===== src/rtl/sp_bram_fifo_ctrl_pkg.sv =====
// -----------------------------------------------------------------------------
// sp_bram_fifo_ctrl_pkg
// Shared definitions for the single-port BRAM FIFO controller:
//   - default BRAM geometry (depth and word width),
//   - output-register state encoding,
//   - clog2 constant function for pointer sizing.
// -----------------------------------------------------------------------------
package sp_bram_fifo_ctrl_pkg;

  localparam int BRAM_DEPTH      = 64;
  localparam int BRAM_DATA_WIDTH = 32;

  // Output register either holds a word for the consumer or it does not.
  typedef enum logic {
    OREG_EMPTY = 1'b0,
    OREG_VALID = 1'b1
  } oreg_state_t;

  // Ceiling log2, usable in parameter defaults.
  function automatic int clog2(input int value);
    int result;
    int v;
    result = 0;
    for (v = value - 1; v > 0; v = v >> 1) begin
      result++;
    end
    return result;
  endfunction

endpackage


===== src/rtl/sp_bram_fifo_ctrl_wrap_ptr.sv =====
// -----------------------------------------------------------------------------
// sp_bram_fifo_ctrl_wrap_ptr
// Modulo-DEPTH pointer: advances by one on inc and wraps from DEPTH-1 to 0,
// so DEPTH need not be a power of two.
// Ports:
//   clk    in   rising-edge clock
//   n_clr  in   synchronous active-low reset (ptr -> 0)
//   inc    in   advance the pointer this cycle
//   ptr    out  current pointer value
// -----------------------------------------------------------------------------
module sp_bram_fifo_ctrl_wrap_ptr #(
  parameter int DEPTH     = 64,
  parameter int PTR_WIDTH = 6
) (
  input  logic                 clk,
  input  logic                 n_clr,
  input  logic                 inc,
  output logic [PTR_WIDTH-1:0] ptr
);

  localparam logic [PTR_WIDTH-1:0] LAST = PTR_WIDTH'(DEPTH - 1);

  // NOTE: sequential state uses non-blocking assignments so every flop
  // samples pre-edge values, independent of block evaluation order.
  always_ff @(posedge clk) begin
    if (!n_clr) begin
      ptr <= '0;
    end else if (inc) begin
      ptr <= (ptr == LAST) ? '0 : ptr + PTR_WIDTH'(1);
    end
  end

endmodule


===== src/rtl/sp_bram_fifo_ctrl.sv =====
// -----------------------------------------------------------------------------
// sp_bram_fifo_ctrl
// Show-ahead FIFO controller in front of a single-port BRAM with combinational
// read data. One RAM access per cycle: an output-register refill (read) has
// priority over a push (write). The output register adds one word of storage,
// so total capacity is DEPTH+1.
//
// Optional feature: define SP_BRAM_FIFO_BYPASS_EN to let a push into an empty
// FIFO load pop_data directly (1-cycle push-to-pop_valid latency, no RAM
// access). Undefined: every word goes through the RAM (2-cycle latency).
//
// Ports:
//   clk, n_clr           clock, synchronous active-low reset
//   push_valid/ready/data upstream handshake
//   pop_valid/ready/data  downstream handshake, pop_data registered
//   ram_addr, ram_write_en, ram_read_en, ram_data_in, ram_data_out  BRAM port
//   ram_level            words held in the RAM (0..DEPTH)
//   full                 ram_level == DEPTH
// -----------------------------------------------------------------------------
module sp_bram_fifo_ctrl
  import sp_bram_fifo_ctrl_pkg::*;
#(
  parameter int ADDRESS_WIDTH = 32,
  parameter int DATA_WIDTH    = BRAM_DATA_WIDTH,
  parameter int DEPTH         = BRAM_DEPTH,
  parameter int PTR_WIDTH     = clog2(DEPTH)
) (
  input  logic                     clk,
  input  logic                     n_clr,
  input  logic                     push_valid,
  output logic                     push_ready,
  input  logic [DATA_WIDTH-1:0]    push_data,
  output logic                     pop_valid,
  input  logic                     pop_ready,
  output logic [DATA_WIDTH-1:0]    pop_data,
  output logic [ADDRESS_WIDTH-1:0] ram_addr,
  output logic                     ram_write_en,
  output logic                     ram_read_en,
  output logic [DATA_WIDTH-1:0]    ram_data_in,
  input  logic [DATA_WIDTH-1:0]    ram_data_out,
  output logic [PTR_WIDTH:0]       ram_level,
  output logic                     full
);

  localparam int LVL_W = PTR_WIDTH + 1;

  oreg_state_t          state_q, state_d;
  logic [PTR_WIDTH-1:0] wr_ptr, rd_ptr;
  logic                 take;
  logic                 ram_empty;
  logic                 read_sel;
  logic                 bypass;
  logic                 write_sel;
  logic                 load;

  assign pop_valid = (state_q == OREG_VALID);
  assign ram_empty = (ram_level == '0);
  assign full      = (ram_level == LVL_W'(DEPTH));

  // Output register will be free at the end of this cycle.
  assign take     = ~pop_valid | pop_ready;
  // Refill whenever the register frees up and the RAM has data; this does not
  // look at push_valid, so a concurrent push stalls for one cycle.
  assign read_sel = n_clr & take & ~ram_empty;

`ifdef SP_BRAM_FIFO_BYPASS_EN
  assign bypass = n_clr & take & ram_empty & push_valid;
`else
  assign bypass = 1'b0;
`endif

  assign push_ready = n_clr & ~read_sel & ~full;
  assign write_sel  = push_valid & push_ready & ~bypass;
  assign load       = read_sel | bypass;

  assign ram_read_en  = read_sel;
  assign ram_write_en = write_sel;
  assign ram_data_in  = push_data;

  // NOTE: every signal driven in always_comb gets a default first, so no
  // path through the block leaves it unassigned and no latch is inferred.
  always_comb begin
    ram_addr = '0;
    if (read_sel) begin
      ram_addr = ADDRESS_WIDTH'(rd_ptr);
    end else if (write_sel) begin
      ram_addr = ADDRESS_WIDTH'(wr_ptr);
    end
  end

  sp_bram_fifo_ctrl_wrap_ptr #(
    .DEPTH     (DEPTH),
    .PTR_WIDTH (PTR_WIDTH)
  ) u_wr_ptr (
    .clk   (clk),
    .n_clr (n_clr),
    .inc   (write_sel),
    .ptr   (wr_ptr)
  );

  sp_bram_fifo_ctrl_wrap_ptr #(
    .DEPTH     (DEPTH),
    .PTR_WIDTH (PTR_WIDTH)
  ) u_rd_ptr (
    .clk   (clk),
    .n_clr (n_clr),
    .inc   (read_sel),
    .ptr   (rd_ptr)
  );

  // Output-register state machine.
  always_ff @(posedge clk) begin
    if (!n_clr) begin
      state_q <= OREG_EMPTY;
    end else begin
      state_q <= state_d;
    end
  end

  always_comb begin
    state_d = state_q;
    unique case (state_q)
      OREG_EMPTY: if (load)               state_d = OREG_VALID;
      OREG_VALID: if (pop_ready && !load) state_d = OREG_EMPTY;
      default:                            state_d = OREG_EMPTY;
    endcase
  end

  // NOTE: pop_data is a single visible register, so it is cleared on reset;
  // the RAM array itself is never reset, its contents are simply abandoned.
  always_ff @(posedge clk) begin
    if (!n_clr) begin
      pop_data  <= '0;
      ram_level <= '0;
    end else begin
      if (read_sel) begin
        pop_data <= ram_data_out;
      end else if (bypass) begin
        pop_data <= push_data;
      end
      // Read and write are mutually exclusive by construction.
      if (write_sel) begin
        ram_level <= ram_level + LVL_W'(1);
      end else if (read_sel) begin
        ram_level <= ram_level - LVL_W'(1);
      end
    end
  end

endmodule


===== config.mk =====
export PLATFORM = sky130hd
export DESIGN_NAME = sp_bram_fifo_ctrl
export DESIGN_NICKNAME = d
export VERILOG_FILES = /design/src/rtl/sp_bram_fifo_ctrl_pkg.sv /design/src/rtl/sp_bram_fifo_ctrl_wrap_ptr.sv /design/src/rtl/sp_bram_fifo_ctrl.sv
export SDC_FILE = /design/constraint.sdc
export NUM_CORES = 1
export LEC_CHECK = 0
export ABC_AREA = 1
export BUFFER_PORTS_ARGS = -buffer_cell sky130_fd_sc_hd__buf_2
export CORE_MARGIN = 3
export CORE_UTILIZATION = 25
export DETAILED_ROUTE_END_ITERATION = 8
export SLEW_MARGIN = 25
export SYNTH_ARGS = -nofsm -noshare
export SYNTH_HDL_FRONTEND = slang
export SYNTH_HIERARCHICAL = 1
export SYNTH_SLANG_ARGS = --single-unit
export TNS_END_PERCENT = 50

===== constraint.sdc =====
create_clock -name clk -period 2.55 [get_ports clk]
set_input_delay 0.51 -clock clk [delete_from_list [all_inputs] [get_ports clk]]
set_output_delay 0.51 -clock clk [all_outputs]
set_load 0.02 [all_outputs]

### Word level (Yosys, flattened, before mapping)

Cells that the tools add are included.

| operators by class | value |
|---|---|
| bitwise operators | 10 |
| reductions and logical operators | 4 |
| add/subtract/negate cells | 4 |
| equal/unequal tests | 3 |
| muxes and demuxes | 9 |

Operator list:

| operator | number |
|---|---|
| $mux W32 | 1 |
| $mux W6 | 3 |
| $mux W7 | 2 |
| $add A6 B1 Y6 const B | 2 |
| $eq A6 B6 Y1 const B | 2 |
| $add A7 B1 Y7 const B | 1 |
| $eq A7 B7 Y1 const B | 1 |
| $logic_not A7 Y1 | 1 |
| $sub A7 B1 Y7 const B | 1 |
| $and A1 B1 Y1 | 5 |
| $not A1 Y1 | 4 |
| $mux W1 | 2 |
| $pmux W1 S2 | 1 |
| $reduce_bool A2 Y1 | 1 |
| $logic_and A1 B1 Y1 | 1 |
| $logic_not A1 Y1 | 1 |
| $or A1 B1 Y1 | 1 |

| storage, ports and cells | value |
|---|---|
| logic and storage cells | 35 |
| register bits after elaboration | 52 |

### Depth between registers and ports, before layout

Gate-level depths: netlist of the first run.

| logic depth | value |
|---|---|
| depth after elaboration | 10 |
| depth in mapped cells | 13 |

### Modules after synthesis

Netlist of the first run, hierarchy kept.

By module, submodules not included:

| module | cells each | instances | area an instance (sq um) |
|---|---|---|---|
| sp_bram_fifo_ctrl | 291 | 1 | 2170.8 |
| sp_bram_fifo_ctrl_wrap_ptr | 39 | 2 | 272.8 |

### Least setup slack after synthesis of the first run

OpenSTA, ideal clock, no wires.

| timing | value |
|---|---|
| path kind | register to output |
| start point | reg ram_level[0] |
| end point | out ram_addr[0] |
| arrival time | 1906 ps |
| setup slack | 134 ps |
| stages on the path, launching flop included | 8 |
| data required time | 2040 ps |
| cell sequence | dfxtp_1 nor2_1 nand2_1 nor2_1 nor2_1 nand3_2 inv_1 a22o_1 |

| on the way | value |
|---|---|
| elaborated cells between the ends (all ways) | 11 |

RTL lines:

| what | line | source |
|---|---|---|
| start: declaration | sp_bram_fifo_ctrl.sv:41 | `output logic [PTR_WIDTH:0] ram_level,` |
| start signal: assignment | sp_bram_fifo_ctrl.sv:143 | `ram_level <= ram_level + LVL_W'(1);` |
| start signal: assignment | sp_bram_fifo_ctrl.sv:145 | `ram_level <= ram_level - LVL_W'(1);` |
| $eq A7 B7 Y1 | sp_bram_fifo_ctrl.sv:58 | `assign full = (ram_level == LVL_W'(DEPTH));` |
| net full | sp_bram_fifo_ctrl.sv:42 | `output logic full` |
| $not A1 Y1 | sp_bram_fifo_ctrl.sv:72 | `assign push_ready = n_clr & ~read_sel & ~full;` |
| $and A1 B1 Y1 | sp_bram_fifo_ctrl.sv:72 |  |
| $and A1 B1 Y1 | sp_bram_fifo_ctrl.sv:73 | `assign write_sel = push_valid & push_ready & ~bypass;` |
| net ram_write_en | sp_bram_fifo_ctrl.sv:37 | `output logic ram_write_en,` |
| $mux W6 | sp_bram_fifo_ctrl.sv:86 | `end else if (write_sel) begin` |
| $mux W32 | sp_bram_fifo_ctrl.sv:84 | `if (read_sel) begin` |
| end: declaration | sp_bram_fifo_ctrl.sv:36 | `output logic [ADDRESS_WIDTH-1:0] ram_addr,` |

The timed path passes the listed nets, and every way through them passes these cells.

### Worst setup path after layout of the first run

| timing | value |
|---|---|
| start point | reg ram_level[4] |
| end point | out ram_addr[5] |

| on the way | value |
|---|---|
| longest elaborated chain between the ends | 9 |
| elaborated cells between the ends (all ways) | 11 |

Ends and longest elaborated chain:

| what | line | source |
|---|---|---|
| $logic_not A7 Y1 | sp_bram_fifo_ctrl.sv:57 | `assign ram_empty = (ram_level == '0);` |
| $not A1 Y1 | sp_bram_fifo_ctrl.sv:64 | `assign read_sel = n_clr & take & ~ram_empty;` |
| $and A1 B1 Y1 | sp_bram_fifo_ctrl.sv:64 |  |
| $not A1 Y1 | sp_bram_fifo_ctrl.sv:72 |  |
| $and A1 B1 Y1 (2 in a row) | sp_bram_fifo_ctrl.sv:72 |  |
| $and A1 B1 Y1 | sp_bram_fifo_ctrl.sv:73 |  |
| $mux W6 | sp_bram_fifo_ctrl.sv:86 |  |
| $mux W32 (*) | sp_bram_fifo_ctrl.sv:84 |  |

Mark *: on every way between the ends. The rest lies on a longest branch, timed or not.

==> results.txt, run 1 <==
----------------------------------------------------
[Power]
  Peak supply drop ... 0.000263 V
  Sequential share of power ... 35.8%
  Sw Pwr ... 1.44 mW
  Clk pwr share ... 14.6%
  Cell internal power dissipation ... 1.81 mW
  Proportion of total power due to net switching ... 44.4%
  Pleak ... 1.67 nW
  Pwr dens ... 1040 mW/mm²
  Power share of the combinational group ... 49.6%
  Power, Total ... 3.25 mW

[Synthesis]
  Yosys warns ... 6
  Netlist area before placement ... 0.00272 mm²
  Top cell type's share of synthesized area ... 38.3%
  Instance count of the mapped netlist ... 369
  Biggest area consumer among synthesized cells ... sky130_fd_sc_hd__dfxtp_1
  Post-synth EDFFs ... 0
  Post-synthesis sequential element count ... 52
  Top area cells in the synthesized netlist ... sky130_fd_sc_hd__dfxtp_1 (38%), sky130_fd_sc_hd__buf_4 (16%), sky130_fd_sc_hd__nand2_1 (14%)
  Seq/Total Area, Yosys ... 38.3%
  Mean post-synth cell area ... 7.36 µm²
  Most used DFF post-synth ... sky130_fd_sc_hd__dfxtp_1
  Number of unique standard cell types used by synthesis ... 28
  Share of synthesized registers carrying an async set or reset ... 0%

[Die]
  Number of top-level pins ... 176
  Initial standard-cell utilization of the core ... 26.0%
  Placeable core region ... 0.0105 mm²
  Die Outline Area ... 0.0122 mm²
  Number of placement rows ... 37
  Chip Width ... 110 µm
  Die height ... 110 µm

[Final layout]
  Nets@finish ... 504
  Most common library cell in the layout ignoring fill and taps ... sky130_fd_sc_hd__nand2_1
  Layout overhead on the synthesized area ... 15.2%
  Fillers ... 1,173
  Final instance area ... 0.00313 mm²
  Antenna Cells ... 0
  Share of cells above drive strength 1 ... 26.8%
  Most frequent cells in the layout ... sky130_fd_sc_hd__nand2_1 (102), sky130_fd_sc_hd__buf_2 (85), sky130_fd_sc_hd__dfxtp_1 (52)

[Timing]
  Fmax achieved ... 421 MHz
  Accumulated negative setup slack ... 0 ps
  Fin crit share ... 93.1%
  Total count of max-transition violations in the final report ... 0
  Largest clock skew in the final design ... 9.70 ps
  Setup WS post-layout ... 176 ps
  Worst hold slack across all endpoints ... 384 ps
  Final Hold Viols ... 0
  Setup violators final ... 0
  Period minus WS final ... 2370 ps

[Outcome]
  Result of the run ... finished, final reports clean

[Clock tree]
  CTS tree ... built
  Maximum clock insertion buffer count ... 2
  Cts-stage hold buffer count ... 0
  Clock network latency to the later pin of the worst-skew pair ... 310 ps
  H-tree levels ... 2
  Total clock buffers created by CTS ... 5
  Clock root cell ... sky130_fd_sc_hd__clkbuf_8
  Clk sink count ... 52
  Clock edge transition at the registers on the reported setup and hold paths ... 100 ps

[Setup path]
  Nature of the critical path endpoint ... primary output
  Data arrival, critical path ... 1860 ps
  Number of cell instances on the worst register-to-register path ... 11
  Type of the worst setup path ... reg -> out
  Largest driver fanout on the critical path ... 18
  Setup slack, reg-to-reg ... 300 ps
  Kind of start point of the critical path ... flop
  Endpoint required time on the critical path ... 2040 ps

[Global routing]
  Largest net degree at the start of global routing ... 48
  Tot GR Track Use ... 9.62%
  Number of global-route vias before repair ... 1,969
  Initial antenna violation count ... 0
  Global-route wire length before repair ... 9220 µm
  Grt total ovfl ... 0

[Place]
  Port Buf Inserts ... 85
  Standard cell area after detailed placement ... 0.00299 mm²
  Global placement routability congestion ... 0.742
  HPWL reported at the end of detailed placement ... 4550 µm
  DP Worst Slack ... 131 ps

[Drt]
  Antenna Violating Nets Remaining ... 0
  DRT iter0 DRCs ... 110
  Post-detailed-route via-to-cell ratio ... 4.20
  DRC violation count after routing ... 0
  Detailed-route wire length per cell ... 11.1 µm
  DR pass1 iterations ... 4
  Vias ... 2,371
  Post-Route WL ... 6270 µm

[Hold path]
  Hold Path Depth ... 3
  Worst min-delay path class ... in -> reg

[Job]
  Max-cap violation count ... 0

----------------------------------------------------
## power groups by stage
stage | clock network, mW | logic (mW) | registers (mW)
finish | 0.475 | 1.61 | 1.16
global route | 0.529 | 1.80 | 1.20
CTS | 0.499 | 1.57 | 1.17
detailed placement | 0 | 1.56 | 1.19
global placement | 0 | 1.53 | 1.18
floorplan | 0 | 0.930 | 1.43
## stage by stage
step,util [%],instances
after CTS,29.4,563
final,29.9,565
after detailed placement,28.6,555
after global routing,29.9,565
after floorplan,-,394
after global placement,28.6,555
## logic make-up (layout without fill, tap and decap cells)
logic type,count (synthesis),count (layout),share of synthesized area (%)
compound gates,32,32,7.19
xor+xnor,6,6,1.93
fa+ha+maj,8,8,3.96
buf+inv,89,124,20.6
flops,52,52,38.3
other cells,1,26,0.138
simple gates,181,181,27.8
## synth_stat cells (all sizes together) (2+ instances only)
cell	instances
buf	66
a21oi	10
dfxtp	52
o21ai	15
inv	20
nand3	39
ha	7
clkbuf	3
xnor2	2
nor2	32
a22o	6
xor2	4
nand2	106
## registers in the layout, indices dropped and copies added, names as in the netlist
| name | cells |
|---|---|
| u_wr_ptr/ptr | 6 |
| pop_valid | 1 |
| ram_level | 7 |
| u_rd_ptr/ptr | 6 |
| pop_data | 32 |
## layout make-up
cell class	instances	area (µm²)	share of cell area [%]
Tap cell	136	170	5.44
Clock inverter	1	8.76	0.280
Sequential cell	52	1040	33.3
Multi-Input combinational cell	253	1220	39.0
Clock buffer	7	76.3	2.44
Timing Repair Buffer	96	538	17.2
Inverter	20	75.1	2.40
## final timing paths
path,startpoint,to
worst max-delay path,ram_level[4]$_SDFFE_PN0P_,ram_addr[5]
worst min-delay path,ram_data_out[3],pop_data[3]$_SDFFE_PN0P_
worst max register to register,ram_level[4]$_SDFFE_PN0P_,ram_level[6]$_SDFFE_PN0P_
worst min register to register,pop_data[22]$_SDFFE_PN0P_,pop_data[22]$_SDFFE_PN0P_
## layer usage
metal	vias to the layer above	track usage [%]	wire length [µm]
met3	9	2.39	398
met1	1081	11.3	2670
met4	0	4.84	133
li1	1202	-	-
met2	79	16.2	3060
met5	-	0	0
## what timing repair did
| item | CTS | global route |
|---|---|---|
| endpoints found under the setup margin | 6 | 6 |
| setup buffers | 0 | 1 |
| pin swaps | 0 | 1 |
| gates cloned | 0 | 1 |
| gates resized for setup | 3 | 4 |
## worst max-delay path: stages, from the launching register on
cell	delay, ps
sky130_fd_sc_hd__dfxtp_1	350
sky130_fd_sc_hd__nor2_1	150
sky130_fd_sc_hd__nand2_1	110
sky130_fd_sc_hd__o21ai_4	210
sky130_fd_sc_hd__buf_12	190
sky130_fd_sc_hd__inv_2	130
sky130_fd_sc_hd__a22o_1	260
sky130_fd_sc_hd__buf_2	160
(Power assumes the default switching activity.)
==> inputs of run 2 (changes only) <==
--- a/constraint.sdc
+++ b/constraint.sdc
@@ -3,2 +3,2 @@
 set_output_delay 0.51 -clock clk [all_outputs]
-set_load 0.02 [all_outputs]
+set_load 0.01 [all_outputs]
==> run 2 against run 1 <==
Count of clock-buffer cells in the layout decreased by 1. Critical path depth increased by 1. Utilization increased by 0.32 points. Sequential share of layout area decreased by 0.35 points. Die area unchanged. Hold slack improved by 2.3 ps. Routed wire length increased by 3.1%. Maximum frequency decreased by 1.9%. Design area increased by 1.1%. Total power decreased by 2.5%. Combinational power decreased by 11%. Sequential cell count unchanged. Largest cell class unchanged. Highest routed layer unchanged.
==> results.txt, run 2 (same netlist as run 1, synthesis figures left out) <==
----------------------------------------------------
[Outcome]
  Result of the run ... finished, final reports clean

[Die]
  Initial standard-cell utilization of the core ... 26.0% (unchanged)
  Die height ... 110 µm (unchanged)
  Die Outline Area ... 0.0122 mm² (unchanged)
  Number of top-level pins ... 176 (unchanged)
  Chip Width ... 110 µm (unchanged)
  Number of placement rows ... 37 (unchanged)
  Placeable core region ... 0.0105 mm² (unchanged)

[Setup path]
  Nature of the critical path endpoint ... primary output
  Endpoint required time on the critical path ... 2040 ps (about the same)
  Reg2Reg Launch Point ... ram_level[2]$_SDFFE_PN0P_
  Type of the worst setup path ... reg -> out
  Kind of start point of the critical path ... flop
  Largest driver fanout on the critical path ... 10 (-8)
  Data arrival, critical path ... 1910 ps (+50 ps)
  First element of the critical path ... ram_level[2]$_SDFFE_PN0P_

[Hold path]
  Worst Hold Launch ... ram_data_out[28]
  Worst min-delay path class ... in -> reg

[Clock tree]
  Cts-stage hold buffer count ... 0 (unchanged)
  Total clock buffers created by CTS ... 5 (unchanged)
  Clock edge transition at the registers on the reported setup and hold paths ... 90 ps (about the same)
  Clock network latency to the later pin of the worst-skew pair ... 310 ps (about the same)
  Clk sink count ... 52 (unchanged)
  Maximum clock insertion buffer count ... 2 (unchanged)
  CTS tree ... built
  H-tree levels ... 2 (unchanged)
  Clock root cell ... sky130_fd_sc_hd__clkbuf_8

[Drt]
  Vias ... 2,360 (-0.46%)
  DRT iter0 DRCs ... 101 (-8.2%)
  DRC violation count after routing ... 0 (unchanged)
  DR pass1 iterations ... 4 (unchanged)
  Detailed-route wire length per cell ... 11.4 µm (+2.8%)
  Post-Route WL ... 6460 µm (+3.1%)
  Antenna Violating Nets Remaining ... 0 (unchanged)
  Post-detailed-route via-to-cell ratio ... 4.16 (-0.82%)

[Place]
  HPWL reported at the end of detailed placement ... 4650 µm (+2.1%)
  Global placement routability congestion ... 0.757 (+1.9%)
  DP Worst Slack ... 141 ps (+9.43 ps)
  Port Buf Inserts ... 85 (unchanged)

[Final layout]
  Regs by FF count ... pop_data (32), ram_level (7)
  Register with the most flip-flops ... pop_data
  Core utilization of the finished layout ... 30.2% (+0.32 points)
  Share of cells above drive strength 1 ... 26.9% (+0.11 points)
  Antenna Cells ... 0 (unchanged)
  Nets@finish ... 506 (+0.40%)
  Most common library cell in the layout ignoring fill and taps ... sky130_fd_sc_hd__nand2_1
  Max FFs per register ... 32 (unchanged)
  Most frequent cells in the layout ... sky130_fd_sc_hd__nand2_1 (103), sky130_fd_sc_hd__buf_2 (85), sky130_fd_sc_hd__dfxtp_1 (52)
  Layout overhead on the synthesized area ... 16.5%

[Power]
  Pwr dens ... 1000 mW/mm² (-3.5%)
  Pleak ... 1.68 nW (+0.66%)
  Peak supply drop ... 0.000307 V (+17%)
  Power, Total ... 3.17 mW (-2.5%)

[Global routing]
  Tot GR Track Use ... 10.1% (+0.43 points)
  Grt total ovfl ... 0 (unchanged)
  Initial antenna violation count ... 0 (unchanged)
  Largest net degree at the start of global routing ... 48 (unchanged)
  Number of global-route vias before repair ... 2,027 (+2.9%)
  Global-route wire length before repair ... 9560 µm (+3.7%)

[Timing]
  Total count of max-transition violations in the final report ... 0 (unchanged)
  Period minus WS final ... 2420 ps (+45.0 ps)
  Final Hold Viols ... 0 (unchanged)
  Fin crit share ... 94.9% (+1.8 points)
  Setup WS post-layout ... 131 ps (-45.0 ps)
  Largest clock skew in the final design ... 6.49 ps (-3.21 ps)
  Fmax achieved ... 413 MHz (-1.9%)
  Setup violators final ... 0 (unchanged)

[Job]
  Max-cap violation count ... 0 (unchanged)

----------------------------------------------------
## run 2: final timing paths
| check | to | slack (ps) | depth (start not counted) |
|---|---|---|---|
| max | ram_addr[5] | 130 | 8 |
| min | pop_data[28]$_SDFFE_PN0P_ | 390 | 3 |
| min reg2reg | pop_data[22]$_SDFFE_PN0P_ | 470 | 2 |
| max reg2reg | ram_level[6]$_SDFFE_PN0P_ | 170 | 12 |
## run 2: where the power goes
group / total, mW / switching (mW) / internal (mW)
combinational: 1.44 / 0.853 / 0.583
clock: 0.570 / 0.278 / 0.292
sequential: 1.17 / 0.139 / 1.03
## run 2: layout make-up
| class | count | area, µm² |
|---|---|---|
| fill | 1176 | 7300 |
| multi-input combinational | 253 | 1220 |
| tap | 136 | 170 |
| clock inverter | 2 | 35.0 |
| timing repair buffer | 97 | 546 |
| sequential | 52 | 1040 |
| inverter | 20 | 78.8 |
| timing repair inverter | 1 | 5.00 |
| clock buffer | 6 | 72.6 |
## run 2: metal layers
layer | track usage [%] | part of all wire (%) | vias up
li1 | - | - | 1213
met1 | 12.1 | 42 | 1063
met2 | 16.6 | 49 | 72
met3 | 2.15 | 6.3 | 12
met4 | 5.63 | 2.4 | 0
met5 | 0 | 0 | -
## run 2: through the flow
step	hold WS [ps]	setup TNS [ps]	cell area [µm²]	cells
4_1_cts	368	0	3110	564
5_1_grt	375	-15.9	3160	567
6_report	386	0	3160	567
2_1_floorplan	465	0	2810	394
3_3_place_gp	454	0	2980	554
3_5_place_dp	457	0	2980	554
## run 2: timing repair
item | CTS | global route
cloned | 0 | 2
endpoints found under the hold margin | 0 | 0
pin swaps | 0 | 1
endpoints found under the setup margin | 6 | 7
setup buffers | 2 | 1
gates resized for setup | 3 | 2
## run 2: critical path, cell delays in order, from the launching register on
cell and delay, ps:
sky130_fd_sc_hd__dfxtp_1 340, sky130_fd_sc_hd__nor2_1 50, sky130_fd_sc_hd__nand2_1 160, sky130_fd_sc_hd__nor2_1 90
sky130_fd_sc_hd__nor2_1 250, sky130_fd_sc_hd__nand3_4 240, sky130_fd_sc_hd__clkinvlp_4 190, sky130_fd_sc_hd__a22o_1 140
sky130_fd_sc_hd__buf_2 130
